## src/rtl/ritc_train_scheduler.sv

```systemverilog
// Round-robin RITC link-training sequencer sharing one alignment engine between two RITCs.
// Optional build macro RITC_TRAIN_RETRY_EN: failed alignments retry up to 3 times before reporting.
module ritc_train_scheduler #(
  parameter int SETTLE_CYCLES = 1024,
  parameter int ALIGN_TIMEOUT = 65535
) (
  input  logic       clk_i,
  input  logic       rst_i,
  input  logic       sync_i,
  input  logic [1:0] train_req_i,
  output logic       align_req_o,
  output logic       align_sel_o,
  input  logic       align_ack_i,
  input  logic       align_ok_i,
  output logic [1:0] TRAIN,
  output logic [1:0] VCDL,
  output logic       busy_o,
  output logic [1:0] train_done_o,
  output logic [1:0] train_ok_o
);

  localparam int SW = (SETTLE_CYCLES > 1) ? $clog2(SETTLE_CYCLES) : 1;
  localparam int TW = (ALIGN_TIMEOUT > 1) ? $clog2(ALIGN_TIMEOUT) : 1;
  localparam logic [SW-1:0] SETTLE_LOAD = SW'(SETTLE_CYCLES - 1);
  localparam logic [TW-1:0] TO_LAST     = TW'(ALIGN_TIMEOUT - 1);

  // IDLE arbitrate | SETTLE hold TRAIN | ALIGN engine owned | WAIT_SYNC | FIRE VCDL | DONE report
  typedef enum logic [2:0] {S_IDLE, S_SETTLE, S_ALIGN, S_WAIT_SYNC, S_FIRE, S_DONE} state_t;

  state_t          r_state, w_state_nxt;
  logic            r_sel, w_sel_nxt;
  logic            r_last, w_last_nxt;
  logic [1:0]      r_pend;
  logic [1:0]      w_grant;
  logic [SW-1:0]   r_settle, w_settle_nxt;
  logic [TW-1:0]   r_to, w_to_nxt;
  logic            r_res, w_res_nxt;
  logic [1:0]      w_onehot;
  logic [1:0]      w_ok_nxt;
  logic [1:0]      r_train, r_vcdl, r_done, r_ok;
  logic            r_align_req, r_busy;
`ifdef RITC_TRAIN_RETRY_EN
  logic [1:0]      r_retry, w_retry_nxt;
`endif

  always_comb begin
    w_state_nxt  = r_state;
    w_sel_nxt    = r_sel;
    w_last_nxt   = r_last;
    w_settle_nxt = r_settle;
    w_to_nxt     = r_to;
    w_res_nxt    = r_res;
    w_grant      = 2'b00;
`ifdef RITC_TRAIN_RETRY_EN
    w_retry_nxt  = r_retry;
`endif
    case (r_state)
      S_IDLE: if (r_pend != 2'b00) begin
        w_sel_nxt    = (r_pend == 2'b11) ? ~r_last : r_pend[1];
        w_last_nxt   = w_sel_nxt;
        w_grant      = w_sel_nxt ? 2'b10 : 2'b01;
        w_settle_nxt = SETTLE_LOAD;
        w_res_nxt    = 1'b0;
        w_state_nxt  = S_SETTLE;
`ifdef RITC_TRAIN_RETRY_EN
        w_retry_nxt  = 2'd0;
`endif
      end
      S_SETTLE: begin
        if (r_settle == '0) begin
          w_to_nxt    = '0;
          w_state_nxt = S_ALIGN;
        end else begin
          w_settle_nxt = r_settle - SW'(1);
        end
      end
      S_ALIGN: begin
        // an ack landing on the timeout cycle still counts as a real result
        if (align_ack_i && align_ok_i) begin
          w_res_nxt   = 1'b1;
          w_state_nxt = S_WAIT_SYNC;
        end else if (align_ack_i || (r_to == TO_LAST)) begin
`ifdef RITC_TRAIN_RETRY_EN
          if (r_retry != 2'd3) begin
            w_retry_nxt  = r_retry + 2'd1;
            w_settle_nxt = SETTLE_LOAD;
            w_state_nxt  = S_SETTLE;
          end else begin
            w_res_nxt   = 1'b0;
            w_state_nxt = S_WAIT_SYNC;
          end
`else
          w_res_nxt   = 1'b0;
          w_state_nxt = S_WAIT_SYNC;
`endif
        end else begin
          w_to_nxt = r_to + TW'(1);
        end
      end
      S_WAIT_SYNC: if (sync_i) w_state_nxt = r_res ? S_FIRE : S_DONE;
      S_FIRE:      w_state_nxt = S_DONE;
      S_DONE:      w_state_nxt = S_IDLE;
      default:     w_state_nxt = S_IDLE;
    endcase
    w_onehot = w_sel_nxt ? 2'b10 : 2'b01;
    w_ok_nxt = r_ok;
    if (w_state_nxt == S_DONE) w_ok_nxt[w_sel_nxt] = w_res_nxt;
  end

  always_ff @(posedge clk_i) begin
    if (rst_i) begin
      r_state     <= S_IDLE;
      r_sel       <= 1'b0;
      r_last      <= 1'b1;
      r_pend      <= 2'b00;
      r_settle    <= '0;
      r_to        <= '0;
      r_res       <= 1'b0;
      r_train     <= 2'b00;
      r_vcdl      <= 2'b00;
      r_align_req <= 1'b0;
      r_busy      <= 1'b0;
      r_done      <= 2'b00;
      r_ok        <= 2'b00;
`ifdef RITC_TRAIN_RETRY_EN
      r_retry     <= 2'd0;
`endif
    end else begin
      r_state     <= w_state_nxt;
      r_sel       <= w_sel_nxt;
      r_last      <= w_last_nxt;
      r_pend      <= (r_pend & ~w_grant) | train_req_i;
      r_settle    <= w_settle_nxt;
      r_to        <= w_to_nxt;
      r_res       <= w_res_nxt;
      r_train     <= ((w_state_nxt == S_SETTLE) || (w_state_nxt == S_ALIGN)) ? w_onehot : 2'b00;
      r_vcdl      <= (w_state_nxt == S_FIRE) ? w_onehot : 2'b00;
      r_align_req <= (w_state_nxt == S_ALIGN);
      r_busy      <= (w_state_nxt != S_IDLE);
      r_done      <= (w_state_nxt == S_DONE) ? w_onehot : 2'b00;
      r_ok        <= w_ok_nxt;
`ifdef RITC_TRAIN_RETRY_EN
      r_retry     <= w_retry_nxt;
`endif
    end
  end

  assign align_req_o  = r_align_req;
  assign align_sel_o  = r_sel;
  assign TRAIN        = r_train;
  assign VCDL         = r_vcdl;
  assign busy_o       = r_busy;
  assign train_done_o = r_done;
  assign train_ok_o   = r_ok;

endmodule

```

## config.mk

```make
export PLATFORM = sky130hd
export DESIGN_NAME = ritc_train_scheduler
export DESIGN_NICKNAME = d
export VERILOG_FILES = /design/src/rtl/ritc_train_scheduler.sv
export SDC_FILE = /design/constraint.sdc
export NUM_CORES = 1
export LEC_CHECK = 0
export CORE_UTILIZATION = 60
export CTS_BUF_LIST = sky130_fd_sc_hd__clkbuf_4 sky130_fd_sc_hd__clkbuf_8
export DETAILED_ROUTE_END_ITERATION = 10
export PLACE_DENSITY = 0.91
export SETUP_SLACK_MARGIN = 0.15
export SYNTH_ARGS = -nofsm -noshare
export SYNTH_HDL_FRONTEND = slang
export SYNTH_SLANG_ARGS = --single-unit
```

## constraint.sdc

```tcl
create_clock -name clk_i -period 2.9 [get_ports clk_i]
set_input_delay 0.58 -clock clk_i [delete_from_list [all_inputs] [get_ports clk_i]]
set_output_delay 0.58 -clock clk_i [all_outputs]
set_load 0.01 [all_outputs]
```

# Word-level counts from Yosys, hierarchy flattened
# Index checks and enable logic that the tools add are counted.
word_totals:
  ff_bits: 44
  in_bits: 7
  wordCells: 83
classes:
  add_sub_neg: 2
  magnitude_cmp: 2
  n_eq_ne: 15
  n_mux: 28
  bitwise: 7
  reduce_logical: 16
op_table:
  columns: ["cell", "count"]
  rows:
  - ["$mux 16", 3]
  - ["$pmux 16 s2", 1]
  - ["$mux 10", 2]
  - ["$pmux 10 s2", 1]
  - ["$add 16x1->16 const B", 1]
  - ["$eq 16x16->1 const B", 1]
  - ["$mux 3", 5]
  - ["$pmux 3 s5", 1]
  - ["$logic_not 10->1", 1]
  - ["$ne 2x2->1 const B", 5]
  - ["$sub 10x1->10 const B", 1]
  - ["$eq 3x2->1 const B", 3]
  - ["$eq 3x3->1 const B", 3]
  - ["$mux 1", 8]
  - ["$mux 2", 4]
  - ["$eq 3x1->1 const B", 2]
  - ["$reduce_bool 2->1", 3]
  - ["$reduce_or 2->1", 3]
  - ["$not 1->1", 4]
  - ["$reduce_and 4->1", 1]
  - ["$logic_not 3->1", 1]
  - ["$reduce_and 3->1", 1]
  - ["$reduce_bool 3->1", 1]
  - ["$and 2x2->2", 1]
  - ["other kinds (11)", 13]

# Longest topological paths before layout
depth:
  ltp_word: 9
  ltp_mapped: 9

# Worst setup path before layout
# No wires, ideal clock.
synth_timing:
  path_kind: "input to register"
  from: "input sync_i"
  to: "register r_to[14]"
  setup_time_ns: 0.070
  arrival_ns: 2.097
  slack_ns: 0.732
  stages: 7
  n_path_buf: 1
  cell_sequence: "a21bo_1 o32a_1 nand3b_1 or4b_4 buf_6 or3_1 a21oi_1"
synth_lines:
  columns: ["item", "line_no", "rtl"]
  rows:
  - ["from (decl)", "9", "input logic sync_i,"]
  - ["to (signal assigned)", "134", "r_to <= w_to_nxt;"]
  - ["to (decl)", "36", "logic [TW-1:0] r_to, w_to_nxt;"]

==> flow_metrics.env <==
export IMPL_root_buffer="clkbuf_4"
export IMPL_p_comb_frac=0.294
export IMPL_r2r_cells=7
export IMPL_dieArea_sq_um=3914
export IMPL_min_period_over_period=0.8501
export IMPL_ioPinCount=18
export IMPL_hold_depth=1
export IMPL_synth_seq_area_share=0.4002
export IMPL_synthFlopType="dfxtp_1"
export IMPL_fmax_mhz=405.6
export IMPL_synth_edf_count=0
export IMPL_outcome="complete, no violations"
export IMPL_path_class="in2reg"
export IMPL_cap_violations=0
export IMPL_post_cts_resized=0
export IMPL_p_total_mw=1.471
export IMPL_firstDrtPassIters=5
export IMPL_clock_skew_ps=10.02
export IMPL_start_kind="input pin"
export IMPL_synth_top_area_cell="dfxtp_1"
export IMPL_port_buffers=17
export IMPL_cts_setup_buffers=0
export IMPL_synth_nets=268
export IMPL_final_setup_viol_count=0
export IMPL_setup_tns_ps=0
export IMPL_worstReg2RegEnd="r_to[9]"
export IMPL_switching_share=0.3410
export IMPL_min_from="r_settle[0]"
export IMPL_fin_crit_ps=2465
export IMPL_die_x_microns=62.57
export IMPL_hold_class="reg2reg"
export IMPL_avgSynthCellArea_sq_um=8.564
export IMPL_ys_seq_elements=44
export IMPL_cts_tree="yes"
export IMPL_grt_use_total=0.2531
export IMPL_rows=21
export IMPL_coreArea_sq_um=3416
export IMPL_clock_path_buffers=2
export IMPL_powerDensity_nw_per_um2=596.3
export IMPL_grt_overflow=0
export IMPL_drive_gt1_frac=0.1083
export IMPL_viasPerCell=6.068
export IMPL_drtIter0Drc=181
export IMPL_initial_core_util=0.6443
export IMPL_endpoint_kind="flop"
export IMPL_crit_arrival_ps=2750
export IMPL_seqPwrFrac=0.491
export IMPL_pwr_share_clk=0.215
export IMPL_whs_endpoint="r_settle[0]"
export IMPL_cts_hold_buf=0
export IMPL_r2r_slack_ps=440
export IMPL_power_switching_mw=0.5015
export IMPL_ir_drop_mv=0.5338
export IMPL_ant_nets=0
export IMPL_synth_top_cell_area_share=0.4002
export IMPL_synth_area_top_cells="dfxtp_1, nor2_1, a21oi_1"
export IMPL_slew_viol_final=0
export IMPL_path_clk_slew_ps=120
export IMPL_worstPathRequired_ps=3190
export IMPL_fillerInstances=258
export IMPL_leakagePower_nw=0.8374
export IMPL_cts_buffers=5
export IMPL_layout_nets=287
export IMPL_worstPathMaxFanout=11
export IMPL_routed_wl_mm=4.626
export IMPL_ys_types=60
export IMPL_tightest_slew_ps=642.4
export IMPL_syn_area_sq_um=2201
export IMPL_cts_sinks=44
export IMPL_synthCells=257
export IMPL_grt_pass1_vias=1828
export IMPL_dpl_hpwl_mm=3.355
export IMPL_grt_pass1_wl_mm=8.024
export IMPL_area_delta_synth_final_pct=12.05
export IMPL_cts_htree_levels=2
export IMPL_grt_setup_unrepaired="false"
export IMPL_vias=1960
export IMPL_gp_congestion=0.8564
export IMPL_rr_startpoint="r_state[0]"
export IMPL_post_drt_wl_per_cell_microns=14.32
export IMPL_antenna_found_initial=0
export IMPL_relSlewSlack=0.5684
export IMPL_holdWs_ps=479.2
export IMPL_ys_warn_count=0
export IMPL_clock_latency_ps=360
export IMPL_drc=0
export IMPL_fp_dieH_microns=62.57
export IMPL_grt_max_degree=22
export IMPL_p_int_mw=0.9691
export IMPL_antennaDiodeCount=0
export IMPL_ys_async_sr_fraction=0
export IMPL_finalHoldViolations=0
==> per-stage QoR <==
step           setup slack [ps]  utilization  cells  cell area (sq um)
4_1_cts                   475.5       0.7220    323               2466
3_3_place_gp              172.5       0.7026    315               2400
2_1_floorplan             732.4            -    257               2201
6_report                  434.6       0.7220    323               2466
3_5_place_dp              105.7       0.7026    315               2400
5_1_grt                   219.9       0.7220    323               2466
==> layer usage <==
| metal | share of wire | global-route usage | routed length, microns | vias to the layer above |
|---|---|---|---|---|
| met5 | 0 | 0 | 0 | - |
| met4 | 0.014 | 0.08721 | 66 | 0 |
| met3 | 0.049 | 0.05474 | 226 | 7 |
| met2 | 0.48 | 0.4266 | 2242 | 53 |
| met1 | 0.45 | 0.3180 | 2091 | 912 |
| li1 | - | - | - | 988 |
==> power by group through the flow <==
stage | Combinational [mW] | Clock, mW | Sequential [mW]
after floorplan | 0.314 | 0 | 0.722
after global placement | 0.413 | 0 | 0.731
after detailed placement | 0.425 | 0 | 0.735
after CTS | 0.428 | 0.321 | 0.722
after global routing | 0.479 | 0.346 | 0.731
final | 0.433 | 0.316 | 0.722
==> placed cells by master (no fill, tap or decap), types with 3 or more instances in the layout <==
cell,instances
ha_1,4
o31ai_1,3
clkdlybuf4s50_1,17
xnor2_1,8
or4_1,5
clkbuf_4,5
o211ai_1,5
nor4_1,6
buf_4,5
o21a_1,3
a31oi_1,3
inv_1,8
nand4_1,6
a21oi_1,19
o21ai_0,8
dfxtp_1,44
or3_1,5
nand2_1,23
nor3_1,12
nand3_1,11
nor2_1,27
and2_2,3
==> worst max-delay path, cell delays in order <==
cell and delay (ps):
clkdlybuf4s50_1 480, a21bo_1 150, o32a_1 200, nand3b_1 150, or4b_4 620, or4_1 420
a21oi_1 140
==> state kept, by name, indices dropped and copies added (netlist names) <==
register	flops
r_to	16
r_settle	10
r_state	3
TRAIN	2
VCDL	2
r_pend	2
train_done_o	2
train_ok_o	2
align_req_o	1
align_sel_o	1
busy_o	1
r_last	1
r_res	1
==> synth_stat cells, drive strengths merged, types with 5 or more instances <==
library cell and instances:
a21oi 20, clkbuf 5, dfxtp 44, inv 8, nand2 24, nand3 11
nand4 7, nor2 27, nor3 13, nor4 7, o211ai 5, o21ai 8
or3 5, or4 6, xnor2 8
==> cell families after synthesis <==
group,Yosys count,synth area share
xor gates and xnor gates,10,0.03980
and+or+nand+nor,119,0.3013
adders and majority gates,4,0.02274
buffers and inverters,18,0.04377
AOI/OAI and AO/OA,61,0.1876
DFF,44,0.4002
muxes,1,0.004548
==> final cells by class <==
cell class | instances | area [sq um] | area share
clock inverters | 2 | 15.01 | 0.006088
flip-flops and latches | 44 | 880.8 | 0.3572
multi-input cells | 195 | 1224 | 0.4962
clock buffers | 6 | 51.30 | 0.02080
well taps | 46 | 57.56 | 0.02334
repair buffers | 22 | 207.7 | 0.08422
inverters | 8 | 30.03 | 0.01218
==> worst max-delay path by stage <==
stage | start | end | cells past startpoint
2_1_floorplan | sync_i | r_to[14] | 7
3_5_place_dp | sync_i | r_to[10] | 7
6_report | sync_i | r_to[10] | 7
3_3_place_gp | sync_i | r_to[10] | 7
4_1_cts | sync_i | r_to[10] | 7
5_1_grt | r_state[0] | r_to[9] | 7
Note: power is estimated with default switching activity, not from simulation.
